**src/rtl/mmio_pkg.sv**
```systemverilog
// mmio_pkg: shared MMIO constants, response codes, handshake FSM states and helpers.
package mmio_pkg;
  localparam logic [1:0] AXI_RESP_OKAY   = 2'b00;
  localparam logic [1:0] AXI_RESP_SLVERR = 2'b10;
  localparam int CLINT_MSIP     = 'h0000;
  localparam int CLINT_MTIMECMP = 'h0008;
  localparam int CLINT_MTIME    = 'h0010;
  typedef enum logic {W_IDLE, W_RESP} wr_state_t;
  typedef enum logic {R_IDLE, R_RESP} rd_state_t;
  function automatic logic [63:0] strb_merge(input logic [63:0] old_v, input logic [63:0] new_v,
                                             input logic [7:0] strb);
    logic [63:0] r;
    r = old_v;
    for (int i = 0; i < 8; i++) if (strb[i]) r[i*8 +: 8] = new_v[i*8 +: 8];
    return r;
  endfunction
endpackage

```
**src/rtl/axi_ift.sv**
```systemverilog
// AXI_ift: AXI-lite port bundle between the MMIO hub and its slaves.
interface AXI_ift #(
  parameter int ADDR_W = 64,
  parameter int DATA_W = 64
);
  logic [ADDR_W-1:0]   awaddr;
  logic [2:0]          awport;
  logic                awvalid;
  logic                awready;
  logic [DATA_W-1:0]   wdata;
  logic [DATA_W/8-1:0] wstrb;
  logic                wvalid;
  logic                wready;
  logic [1:0]          bresp;
  logic                bvalid;
  logic                bready;
  logic [ADDR_W-1:0]   araddr;
  logic [2:0]          arport;
  logic                arvalid;
  logic                arready;
  logic [DATA_W-1:0]   rdata;
  logic [1:0]          rresp;
  logic                rvalid;
  logic                rready;
  modport Master (
    output awaddr, awport, awvalid, wdata, wstrb, wvalid, bready, araddr, arport, arvalid, rready,
    input  awready, wready, bresp, bvalid, arready, rdata, rresp, rvalid
  );
  modport Slave (
    input  awaddr, awport, awvalid, wdata, wstrb, wvalid, bready, araddr, arport, arvalid, rready,
    output awready, wready, bresp, bvalid, arready, rdata, rresp, rvalid
  );
endinterface

```
**src/rtl/clint_mtime_counter.sv**
```systemverilog
// clint_mtime_counter: prescaled 64-bit mtime with a byte-masked load that wins over the tick.
module clint_mtime_counter
  import mmio_pkg::*;
#(
  parameter int TICK_DIV = 1
) (
  input  logic        clk,
  input  logic        rstn,
  input  logic        ld,
  input  logic [63:0] ld_data,
  input  logic [7:0]  ld_strb,
  output logic [63:0] mtime
);
  localparam int PW = TICK_DIV > 1 ? $clog2(TICK_DIV) : 1;
  logic [PW-1:0] pre_q, pre_d;
  logic [63:0]   mtime_q, mtime_d;
  logic          tick;
  always_comb begin
    tick    = pre_q == PW'(TICK_DIV - 1);
    pre_d   = tick ? '0 : pre_q + PW'(1);
    mtime_d = ld ? strb_merge(mtime_q, ld_data, ld_strb) : mtime_q + {63'b0, tick};
  end
  always_ff @(posedge clk or negedge rstn) begin
    if (!rstn) begin
      pre_q   <= '0;
      mtime_q <= '0;
    end else begin
      pre_q   <= pre_d;
      mtime_q <= mtime_d;
    end
  end
  assign mtime = mtime_q;
endmodule

```
**src/rtl/axi_lite_clint_slave.sv**
```systemverilog
// axi_lite_clint_slave: AXI-lite CLINT responder holding msip/mtimecmp/mtime and driving msip/mtip.
module axi_lite_clint_slave
  import mmio_pkg::*;
#(
  parameter int AXI_ADDR_WIDTH = 64,
  parameter int AXI_DATA_WIDTH = 64,
  parameter int OFFSET_BITS    = 14,
  parameter int TICK_DIV       = 1
) (
  input  logic  clk,
  input  logic  rstn,
  AXI_ift.Slave slv,
  output logic  msip,
  output logic  mtip
);
  typedef logic [OFFSET_BITS-1:0] off_t;
  localparam off_t OFF_MSIP     = off_t'(CLINT_MSIP);
  localparam off_t OFF_MTIMECMP = off_t'(CLINT_MTIMECMP);
  localparam off_t OFF_MTIME    = off_t'(CLINT_MTIME);
  localparam int   SW           = AXI_DATA_WIDTH / 8;
  wr_state_t               wr_state_q, wr_state_d;
  rd_state_t               rd_state_q, rd_state_d;
  logic                    aw_vld_q, aw_vld_d, w_vld_q, w_vld_d;
  off_t                    aw_off_q, aw_off_d;
  logic [AXI_DATA_WIDTH-1:0] w_data_q, w_data_d, wr_data;
  logic [SW-1:0]           w_strb_q, w_strb_d, wr_strb;
  logic [1:0]              bresp_q, bresp_d, rresp_q, rresp_d;
  logic [63:0]             rdata_q, rdata_d, mtimecmp_q, mtimecmp_d, mtime;
  logic                    msip_q, msip_d, mtip_q, mtip_d;
  logic                    aw_hs, w_hs, ar_hs, commit, mtime_ld;
  off_t                    wr_off, rd_off;
  logic                    unused_ok;
  function automatic logic mapped(input off_t o);
    return o == OFF_MSIP || o == OFF_MTIMECMP || o == OFF_MTIME;
  endfunction
  assign slv.awready = wr_state_q == W_IDLE && !aw_vld_q;
  assign slv.wready  = wr_state_q == W_IDLE && !w_vld_q;
  assign slv.bvalid  = wr_state_q == W_RESP;
  assign slv.bresp   = bresp_q;
  assign slv.arready = rd_state_q == R_IDLE;
  assign slv.rvalid  = rd_state_q == R_RESP;
  assign slv.rresp   = rresp_q;
  assign slv.rdata   = rdata_q;
  assign msip        = msip_q;
  assign mtip        = mtip_q;
  assign unused_ok   = ^{slv.awaddr[AXI_ADDR_WIDTH-1:OFFSET_BITS], slv.araddr[AXI_ADDR_WIDTH-1:OFFSET_BITS],
                         slv.awport, slv.arport};
  // AW and W may arrive in any order; a held half merges with the live other half at commit.
  always_comb begin
    aw_hs      = slv.awvalid & slv.awready;
    w_hs       = slv.wvalid & slv.wready;
    wr_off     = aw_vld_q ? aw_off_q : slv.awaddr[OFFSET_BITS-1:0];
    wr_data    = w_vld_q ? w_data_q : slv.wdata;
    wr_strb    = w_vld_q ? w_strb_q : slv.wstrb;
    commit     = wr_state_q == W_IDLE && (aw_vld_q || aw_hs) && (w_vld_q || w_hs);
    aw_vld_d   = !commit && (aw_vld_q || aw_hs);
    w_vld_d    = !commit && (w_vld_q || w_hs);
    aw_off_d   = aw_hs ? slv.awaddr[OFFSET_BITS-1:0] : aw_off_q;
    w_data_d   = w_hs ? slv.wdata : w_data_q;
    w_strb_d   = w_hs ? slv.wstrb : w_strb_q;
    wr_state_d = commit ? W_RESP : (wr_state_q == W_RESP && slv.bready) ? W_IDLE : wr_state_q;
    bresp_d    = commit ? (mapped(wr_off) ? AXI_RESP_OKAY : AXI_RESP_SLVERR) : bresp_q;
    msip_d     = commit && wr_off == OFF_MSIP && wr_strb[0] ? wr_data[0] : msip_q;
    mtimecmp_d = commit && wr_off == OFF_MTIMECMP ? strb_merge(mtimecmp_q, wr_data, wr_strb) : mtimecmp_q;
    mtime_ld   = commit && wr_off == OFF_MTIME;
    mtip_d     = mtime >= mtimecmp_q;
    ar_hs      = slv.arvalid & slv.arready;
    rd_off     = slv.araddr[OFFSET_BITS-1:0];
    rd_state_d = ar_hs ? R_RESP : (rd_state_q == R_RESP && slv.rready) ? R_IDLE : rd_state_q;
    rresp_d    = ar_hs ? (mapped(rd_off) ? AXI_RESP_OKAY : AXI_RESP_SLVERR) : rresp_q;
    rdata_d    = !ar_hs                 ? rdata_q :
                 rd_off == OFF_MSIP     ? {63'b0, msip_q} :
                 rd_off == OFF_MTIMECMP ? mtimecmp_q :
                 rd_off == OFF_MTIME    ? mtime : '0;
  end
  always_ff @(posedge clk or negedge rstn) begin
    if (!rstn) begin
      wr_state_q <= W_IDLE;
      rd_state_q <= R_IDLE;
      aw_vld_q   <= 1'b0;
      w_vld_q    <= 1'b0;
      aw_off_q   <= '0;
      w_data_q   <= '0;
      w_strb_q   <= '0;
      bresp_q    <= AXI_RESP_OKAY;
      rresp_q    <= AXI_RESP_OKAY;
      rdata_q    <= '0;
      msip_q     <= 1'b0;
      mtip_q     <= 1'b0;
      mtimecmp_q <= '1;
    end else begin
      wr_state_q <= wr_state_d;
      rd_state_q <= rd_state_d;
      aw_vld_q   <= aw_vld_d;
      w_vld_q    <= w_vld_d;
      aw_off_q   <= aw_off_d;
      w_data_q   <= w_data_d;
      w_strb_q   <= w_strb_d;
      bresp_q    <= bresp_d;
      rresp_q    <= rresp_d;
      rdata_q    <= rdata_d;
      msip_q     <= msip_d;
      mtip_q     <= mtip_d;
      mtimecmp_q <= mtimecmp_d;
    end
  end
  clint_mtime_counter #(.TICK_DIV(TICK_DIV)) u_mtime (
    .clk    (clk),
    .rstn   (rstn),
    .ld     (mtime_ld),
    .ld_data(wr_data),
    .ld_strb(wr_strb),
    .mtime  (mtime)
  );
endmodule
```
**src/flat_wrapper.sv**
```systemverilog
// flat-port wrapper written by rule: the top's interface ports become plain ports
module axi_lite_clint_slave_flat import mmio_pkg::*;
#(
  parameter int AXI_ADDR_WIDTH = 64,
  parameter int AXI_DATA_WIDTH = 64,
  parameter int OFFSET_BITS    = 14,
  parameter int TICK_DIV       = 1
)
  (clk, rstn, msip, mtip, slv_awaddr, slv_awport, slv_awvalid, slv_wdata, slv_wstrb, slv_wvalid, slv_bready, slv_araddr, slv_arport, slv_arvalid, slv_rready, slv_awready, slv_wready, slv_bresp, slv_bvalid, slv_arready, slv_rdata, slv_rresp, slv_rvalid);
  AXI_ift slv_i ();
  input  logic clk;
  input  logic rstn;
  output logic msip;
  output logic mtip;
  input wire logic [$bits(slv_i.awaddr)-1:0] slv_awaddr;
  input wire logic [$bits(slv_i.awport)-1:0] slv_awport;
  input wire logic [$bits(slv_i.awvalid)-1:0] slv_awvalid;
  input wire logic [$bits(slv_i.wdata)-1:0] slv_wdata;
  input wire logic [$bits(slv_i.wstrb)-1:0] slv_wstrb;
  input wire logic [$bits(slv_i.wvalid)-1:0] slv_wvalid;
  input wire logic [$bits(slv_i.bready)-1:0] slv_bready;
  input wire logic [$bits(slv_i.araddr)-1:0] slv_araddr;
  input wire logic [$bits(slv_i.arport)-1:0] slv_arport;
  input wire logic [$bits(slv_i.arvalid)-1:0] slv_arvalid;
  input wire logic [$bits(slv_i.rready)-1:0] slv_rready;
  output wire logic [$bits(slv_i.awready)-1:0] slv_awready;
  output wire logic [$bits(slv_i.wready)-1:0] slv_wready;
  output wire logic [$bits(slv_i.bresp)-1:0] slv_bresp;
  output wire logic [$bits(slv_i.bvalid)-1:0] slv_bvalid;
  output wire logic [$bits(slv_i.arready)-1:0] slv_arready;
  output wire logic [$bits(slv_i.rdata)-1:0] slv_rdata;
  output wire logic [$bits(slv_i.rresp)-1:0] slv_rresp;
  output wire logic [$bits(slv_i.rvalid)-1:0] slv_rvalid;
  assign slv_i.awaddr = slv_awaddr;
  assign slv_i.awport = slv_awport;
  assign slv_i.awvalid = slv_awvalid;
  assign slv_i.wdata = slv_wdata;
  assign slv_i.wstrb = slv_wstrb;
  assign slv_i.wvalid = slv_wvalid;
  assign slv_i.bready = slv_bready;
  assign slv_i.araddr = slv_araddr;
  assign slv_i.arport = slv_arport;
  assign slv_i.arvalid = slv_arvalid;
  assign slv_i.rready = slv_rready;
  assign slv_awready = slv_i.awready;
  assign slv_wready = slv_i.wready;
  assign slv_bresp = slv_i.bresp;
  assign slv_bvalid = slv_i.bvalid;
  assign slv_arready = slv_i.arready;
  assign slv_rdata = slv_i.rdata;
  assign slv_rresp = slv_i.rresp;
  assign slv_rvalid = slv_i.rvalid;
  axi_lite_clint_slave #(.AXI_ADDR_WIDTH(AXI_ADDR_WIDTH), .AXI_DATA_WIDTH(AXI_DATA_WIDTH), .OFFSET_BITS(OFFSET_BITS), .TICK_DIV(TICK_DIV)) u_core (.clk(clk), .rstn(rstn), .slv(slv_i), .msip(msip), .mtip(mtip));
endmodule
```
**config.mk**
```make
export PLATFORM = sky130hd
export DESIGN_NAME = axi_lite_clint_slave_flat
export DESIGN_NICKNAME = d
export VERILOG_FILES = /design/src/rtl/mmio_pkg.sv /design/src/rtl/axi_ift.sv /design/src/rtl/clint_mtime_counter.sv /design/src/rtl/axi_lite_clint_slave.sv /design/src/flat_wrapper.sv
export SDC_FILE = /design/constraint.sdc
export NUM_CORES = 1
export LEC_CHECK = 0
export ABC_AREA = 1
export CAP_MARGIN = 20
export CORE_ASPECT_RATIO = 0.7
export CORE_MARGIN = 2
export CORE_UTILIZATION = 30
export CTS_CLUSTER_DIAMETER = 200
export DETAILED_ROUTE_END_ITERATION = 8
export PLACE_DENSITY_LB_ADDON = 0.08
export REMOVE_ABC_BUFFERS = 1
export SLEW_MARGIN = 10
export SYNTH_ARGS = -nofsm -noshare
export SYNTH_HDL_FRONTEND = slang
export SYNTH_SLANG_ARGS = --single-unit
```
**constraint.sdc**
```tcl
create_clock -name clk -period 1.69 [get_ports clk]
set_input_delay 0.338 -clock clk [delete_from_list [all_inputs] [get_ports clk]]
set_output_delay 0.338 -clock clk [all_outputs]
set_load 0.01 [all_outputs]
```
Word level (Yosys, flattened, before mapping)
Cells that the tools add are included.

operators by class
  add/subtract/negate cells = 2
  $lt $le $gt $ge = 1
  equal/unequal tests = 12
  multiplexer cells = 22
  bitwise operators = 6
  reduce and logical (&&, ||, !) cells = 33

operator list
  operator                                                count
  2-to-1 mux 64 bit                                       5
  2-to-1 mux 8 bit                                        9
  adder 64 x 1 -> 64 bit                                  1
  greater-or-equal comparator 64 bit                      1
  == test 14 x 4 -> 1 bit (second input constant)         2
  == test 14 x 5 -> 1 bit (second input constant)         2
  zero test 14 bit                                        2
  inequality test 2 x 1 -> 1 bit (second input constant)  8
  AND reduction 2 bit                                     8
  2-to-1 mux 14 bit                                       1
  logical AND 1 bit                                       12
  logical OR 1 bit                                        6
  2-to-1 mux 1 bit                                        5
  2-to-1 mux 2 bit                                        2
  nonzero test 2 bit                                      2
  AND 1 bit                                               3
  zero test 1 bit                                         3
  inverter 1 bit                                          3
  adder 1 bit (second input constant)                     1

word-level totals
  flip-flop bits (word level) = 289
  input port bits = 213
  logic and storage cells = 105

Logic depth before layout (Yosys ltp)
  word-level depth = 8
  gate-level depth with buffers = 15
  depth with buffers taken out = 15

Hierarchy
A second synthesis with hierarchy kept.

second synthesis, totals
  cells, all modules = 2,579
  area, all modules = 17,912.2 um^2

modules (own cells, without submodules)
  module                instances  cells an instance  area an instance (um^2)  seq. area each (um^2)
  axi_lite_clint_slave  1          1,660              12,534.5                 5,635.4
  clint_mtime_counter   1          919                5,377.7                  1,601.5

Worst setup path before layout
No wires, ideal clock.

  path kind = reg2reg
  start point = register u_core.w_vld_q
  end point = register u_core.u_mtime.mtime_q[16], in the netlist u_core.u_mtime.mtime[16]
  data arrival time = 1.674 ns
  setup slack = -0.107 ns
  cell stages (with the launch flop) = 11
  buffers on the path = 2
  clock period less this slack = 1.797 ns
  cell sequence = dfrtp_1 -> nor2_1 -> nand2_1 -> nand2_1 -> nand2_1 -> inv_1 -> nand4_1 -> buf_4 -> buf_2 -> o21ai_0 -> nand2_1

between the ends
  word-level cells in the longest chain between the ends = 7
  elaborated cells between the ends (all ways) = 11
  those cells by class = 1 x eq/ne; 4 x mux; 1 x bitwise; 5 x reduce/logical

ends and longest elaborated chain
  item                                                                           line                        RTL
  from (decl)                                                                    axi_lite_clint_slave.sv:23  logic aw_vld_q, aw_vld_d, w_vld_q, w_vld_d;
  from (signal assigned)                                                         axi_lite_clint_slave.sv:95  w_vld_q <= w_vld_d;
  zero test 1 bit                                                                axi_lite_clint_slave.sv:37  assign slv.wready = wr_state_q == W_IDLE && !w_vld_q;
  logical AND 1 bit                                                              axi_lite_clint_slave.sv:37
  AND 1 bit                                                                      axi_lite_clint_slave.sv:51  w_hs = slv.wvalid & slv.wready;
  logical OR 1 bit                                                               axi_lite_clint_slave.sv:55  commit = wr_state_q == W_IDLE && (aw_vld_q || aw_hs) && (w_vld_q || w_hs);
  logical AND 1 bit                                                              axi_lite_clint_slave.sv:55
  logical AND 1 bit                                                              axi_lite_clint_slave.sv:65  mtime_ld = commit && wr_off == OFF_MTIME;
  inequality test 2 x 1 -> 1 bit (no line) or 2-to-1 mux 64 bit (tied branches)  -
  to (signal assigned)                                                           clint_mtime_counter.sv:29   mtime_q <= mtime_d;
  to (decl)                                                                      clint_mtime_counter.sv:16   logic [63:0] mtime_q, mtime_d;

Several ways; a longest one is shown, not always the timed one. The select of a mux whose other input is x is not followed.
A chain may end at the register's enable or synchronous reset.

Final worst setup path
  start point = register u_core.aw_vld_q
  end point = register u_core.mtimecmp_q[51]

between the ends
  word-level cells in the longest chain between the ends = 8
  elaborated cells between the ends (all ways) = 10
  those cells by class = 1 x eq/ne; 1 x mux; 1 x bitwise; 7 x reduce/logical

ends and longest elaborated chain
  item                               line                         RTL
  from (decl)                        axi_lite_clint_slave.sv:23
  from (signal assigned)             axi_lite_clint_slave.sv:94   aw_vld_q <= aw_vld_d;
  zero test 1 bit                    axi_lite_clint_slave.sv:36   assign slv.awready = wr_state_q == W_IDLE && !aw_vld_q;
  logical AND 1 bit                  axi_lite_clint_slave.sv:36
  AND 1 bit                          axi_lite_clint_slave.sv:50   aw_hs = slv.awvalid & slv.awready;
  logical OR 1 bit                   axi_lite_clint_slave.sv:55
  logical AND 1 bit (2 in series)    axi_lite_clint_slave.sv:55
  logical AND 1 bit (*)              axi_lite_clint_slave.sv:64   mtimecmp_d = commit && wr_off == OFF_MTIMECMP ? strb_merge(mtimecmp_q, wr_data, wr_strb) : mtimecmp_q;
  AND reduction 2 bit (no line) (*)  -
  to (signal assigned)               axi_lite_clint_slave.sv:104  mtimecmp_q <= mtimecmp_d;
  to (decl)                          axi_lite_clint_slave.sv:28   logic [63:0] rdata_q, rdata_d, mtimecmp_q, mtimecmp_d, mtime;

Mark *: on every way between the ends. The rest lies on a longest branch, timed or not.

==> impl_metrics.env <==
export IMPL_worstPathArrival_ns=2.47
export IMPL_place_area_um2=22130
export IMPL_clk_pin_slew_ns=0.07
export IMPL_ys_warnings_count=0
export IMPL_crit_slowest_cell="dfrtp_1"
export IMPL_fin_cells=3683
export IMPL_die_area_um2=57560
export IMPL_rsz0062_at_grt="yes"
export IMPL_cp_startpoint="u_core.aw_vld_q$_DFF_PN0_"
export IMPL_layout_nets=3196
export IMPL_max_slew_margin_rel_pct=53.22
export IMPL_clk_path_buf_depth=3
export IMPL_place_hpwl_mm=45.89
export IMPL_layout_common_cells="nand2_1, buf_4, o21ai_0"
export IMPL_path_max_fanout=8
export IMPL_grt_start_max_net_pins=77
export IMPL_die_x_um=285.9
export IMPL_fp_row_count=72
export IMPL_violations="setup timing"
export IMPL_tightestPinTransition_ns=0.6986
export IMPL_synth_top_area_cell="dfrtp_1"
export IMPL_grt_pass1_wl_mm=98.58
export IMPL_worstSetupPathType="reg2reg"
export IMPL_status="finished with violations"
export IMPL_numClockSinks=286
export IMPL_slowest_delay_ns=0.41
export IMPL_seq_power_share_pct=35.5
export IMPL_cts_made_buffers=34
export IMPL_syn2layout_area_growth_pct=54.08
export IMPL_required_ns=2.16
export IMPL_postRouteAntennaNets=0
export IMPL_grt_util_all_layers_pct=21.86
export IMPL_synth_avg_cell_area_um2=7.044
export IMPL_maxSlewViolCount=0
export IMPL_route_detailed_drc=0
export IMPL_yosysSeqAreaShare_pct=43.37
export IMPL_dp_slack_ns=-0.7526
export IMPL_ir_drop_mv=0.7811
export IMPL_cpMostUsedCell="nand2_2"
export IMPL_dr_pass1_iters=5
export IMPL_fin_util_pct=46.64
export IMPL_power_density_nw_per_um2=950.5
export IMPL_die_y_um=201.3
export IMPL_design_area_um2=25710
export IMPL_synthTopCellsByArea="dfrtp_1, nand2_1, dfstp_2"
export IMPL_viasPerCell=4.669
export IMPL_post_route_min_period_ns=2.006
export IMPL_power_leakage_nw=13.02
export IMPL_switchingPower_w=0.008714
export IMPL_maxCapViolCount=0
export IMPL_worstPathCellList="inv_2 > or2_1 > nor2_1 > nand2_1 > nand2_2 > buf_6 > nand3_4 > buf_12 > nor2_4 > buf_8 > nand2_2 > o21ai_1"
export IMPL_placedCellCount=3571
export IMPL_ios=288
export IMPL_antenna_found_initial=0
export IMPL_power_frac_comb_pct=34.4
export IMPL_clkLatencyLatePin_ns=0.55
export IMPL_skew_ns=0.02423
export IMPL_start_util_pct=30.27
export IMPL_routedWlPerCell_um=17.21
export IMPL_grt_overflow=0
export IMPL_cts_max_level=2
export IMPL_cts_tree="yes"
export IMPL_num_vias=17196
export IMPL_clkPwrFrac_pct=30.1
export IMPL_worst_slack_ns=-0.3164
export IMPL_synth_cells=2369
export IMPL_ys_ff_latch=286
export IMPL_synth_distinct_cells=40
export IMPL_grt_pass1_vias=16898
export IMPL_hp_class="in2async"
export IMPL_drt_total_wl_mm=63.37
export IMPL_synth_area_um2=16690
export IMPL_p_sw_share_pct=35.66
export IMPL_root_buffer="clkbuf_16"
export IMPL_coreArea_um2=55130
export IMPL_numPortBuffers=179
export IMPL_setup_violations=133
export IMPL_drive_above_1_share_pct=31.74
export IMPL_yosys_area_top_type_share_pct=33.29
export IMPL_drt_first_iter_violations=1131
export IMPL_setup_worst_path_end_class="register"
export IMPL_hold_violations=0
export IMPL_startpoint_type="register"
export IMPL_fin_crit_sh_pct=118.7
export IMPL_diodes=0
export IMPL_place_congestion=0.8928
export IMPL_intPower_w=0.01572
export IMPL_rr_startpoint="u_core.aw_vld_q$_DFF_PN0_"
export IMPL_fmax_mhz=498.4
export IMPL_final_common_cell="nand2_1"
==> cells by family after synthesis <==
| family | after synthesis | share of synthesized area [%] |
|---|---|---|
| AO/OA/AOI/OAI | 380 | 11.67 |
| AND/OR/NAND/NOR | 1284 | 30.84 |
| multiplexers | 3 | 0.2024 |
| buffers and inverters | 322 | 7.550 |
| XOR/XNOR | 28 | 1.470 |
| flip-flops | 286 | 43.37 |
| adder cells (fa/ha/maj) | 65 | 4.874 |
| other | 1 | 0.02247 |
==> layer usage <==
| layer | vias up | wire length, um | global-route usage, % |
|---|---|---|---|
| met5 | - | 0 | 0 |
| met4 | 0 | 1004 | 4.506 |
| met3 | 65 | 2774 | 3.197 |
| met2 | 321 | 25890 | 30.92 |
| met1 | 8189 | 33700 | 34.65 |
| li1 | 8621 | - | - |
==> stage by stage <==
step           power [W]  hold slack [ns]  setup TNS [ns]
6_report         0.02444           0.3020          -31.82
5_1_grt          0.02601           0.3206          -45.60
4_1_cts          0.02406           0.2972          -30.93
3_5_place_dp     0.01588           0.2861         -130.86
3_3_place_gp     0.01580           0.2874         -126.12
2_1_floorplan    0.01190          0.04241         -827.69
==> timing repair <==
action,CTS,global route
cloned,13,3
endpoints found under the hold margin,22,0
resized for setup,428,286
endpoints found under the setup margin,241,168
pin swaps,63,106
hold buffers,1,0
buffers inserted,23,19
==> state kept, by name, summed over array words and instances (netlist names), 8 cells and up <==
| register | flops |
|---|---|
| u_core.slv.rdata | 64 |
| u_core.aw_off_q | 14 |
| u_core.w_strb_q | 8 |
| u_core.u_mtime.mtime | 64 |
| u_core.w_data_q | 64 |
| u_core.mtimecmp_q | 64 |
==> power by group through the flow <==
stage	Sequential [W]	Combinational (W)	Clock, W
6_report	0.00868	0.00841	0.00735
4_1_cts	0.00864	0.00785	0.00757
5_1_grt	0.00882	0.00933	0.00786
2_1_floorplan	0.00886	0.00304	0
3_5_place_dp	0.00873	0.00715	0
3_3_place_gp	0.00868	0.00711	0
==> cell type report <==
type                            count  area (um^2)
Clock buffer                       52         1020
Clock inverter                      9        55.05
Fill cell                        5579        29420
Inverter                          240        917.1
Multi-Input combinational cell   1762         9931
Sequential cell                   286         7272
Tap cell                          740        925.9
Timing Repair Buffer              594         5592
==> Yosys cell counts <==
library cell,number
o211ai_1,9
dfstp_2,64
dfrtp_1,222
nand3_1,92
nor3b_1,1
o21ai_1,9
nand2_1,938
buf_6,2
nor2_2,12
o21a_1,2
nor4_1,2
and2_1,3
xor2_1,9
or2_2,23
inv_2,4
nor2_4,1
a21o_1,1
o21ai_2,1
clkbuf_1,47
a21oi_1,40
conb_1,1
mux2_2,3
clkinv_1,2
ha_1,65
o31ai_1,1
o22ai_1,6
nand3_4,1
o21bai_1,1
nor3_1,12
buf_4,3
nand4_1,18
o21ai_0,310
nor2_1,173
or2_1,2
buf_2,20
xnor2_1,19
nand3b_1,5
nor2b_1,1
buf_1,10
inv_1,234
==> worst paths after layout <==
check	end	slack, ns	depth (start not counted)
setup / recovery	u_core.mtimecmp_q[51]$_DFFE_PN1P_	-0.32	12
hold / removal	u_core.u_mtime.mtime[17]$_DFFE_PN0P_	0.30	2
setup reg to reg	u_core.mtimecmp_q[51]$_DFFE_PN1P_	-0.32	12
hold reg to reg	u_core.w_data_q[55]$_DFFE_PN0P_	0.47	2
max in group asynchronous	u_core.aw_off_q[11]$_DFFE_PN0P_	0.71	3
min in group clk	u_core.w_data_q[38]$_DFFE_PN0P_	0.36	3
==> critical path: cells and delay by family, from the launching register on <==
| family | cells | cell delay (ns) |
|---|---|---|
| flops | 1 | 0.41 |
| compound gates | 1 | 0.09 |
| buf+inv | 4 | 0.58 |
| simple gates | 7 | 0.81 |
No activity file was read; power rests on OpenSTA's default activity.
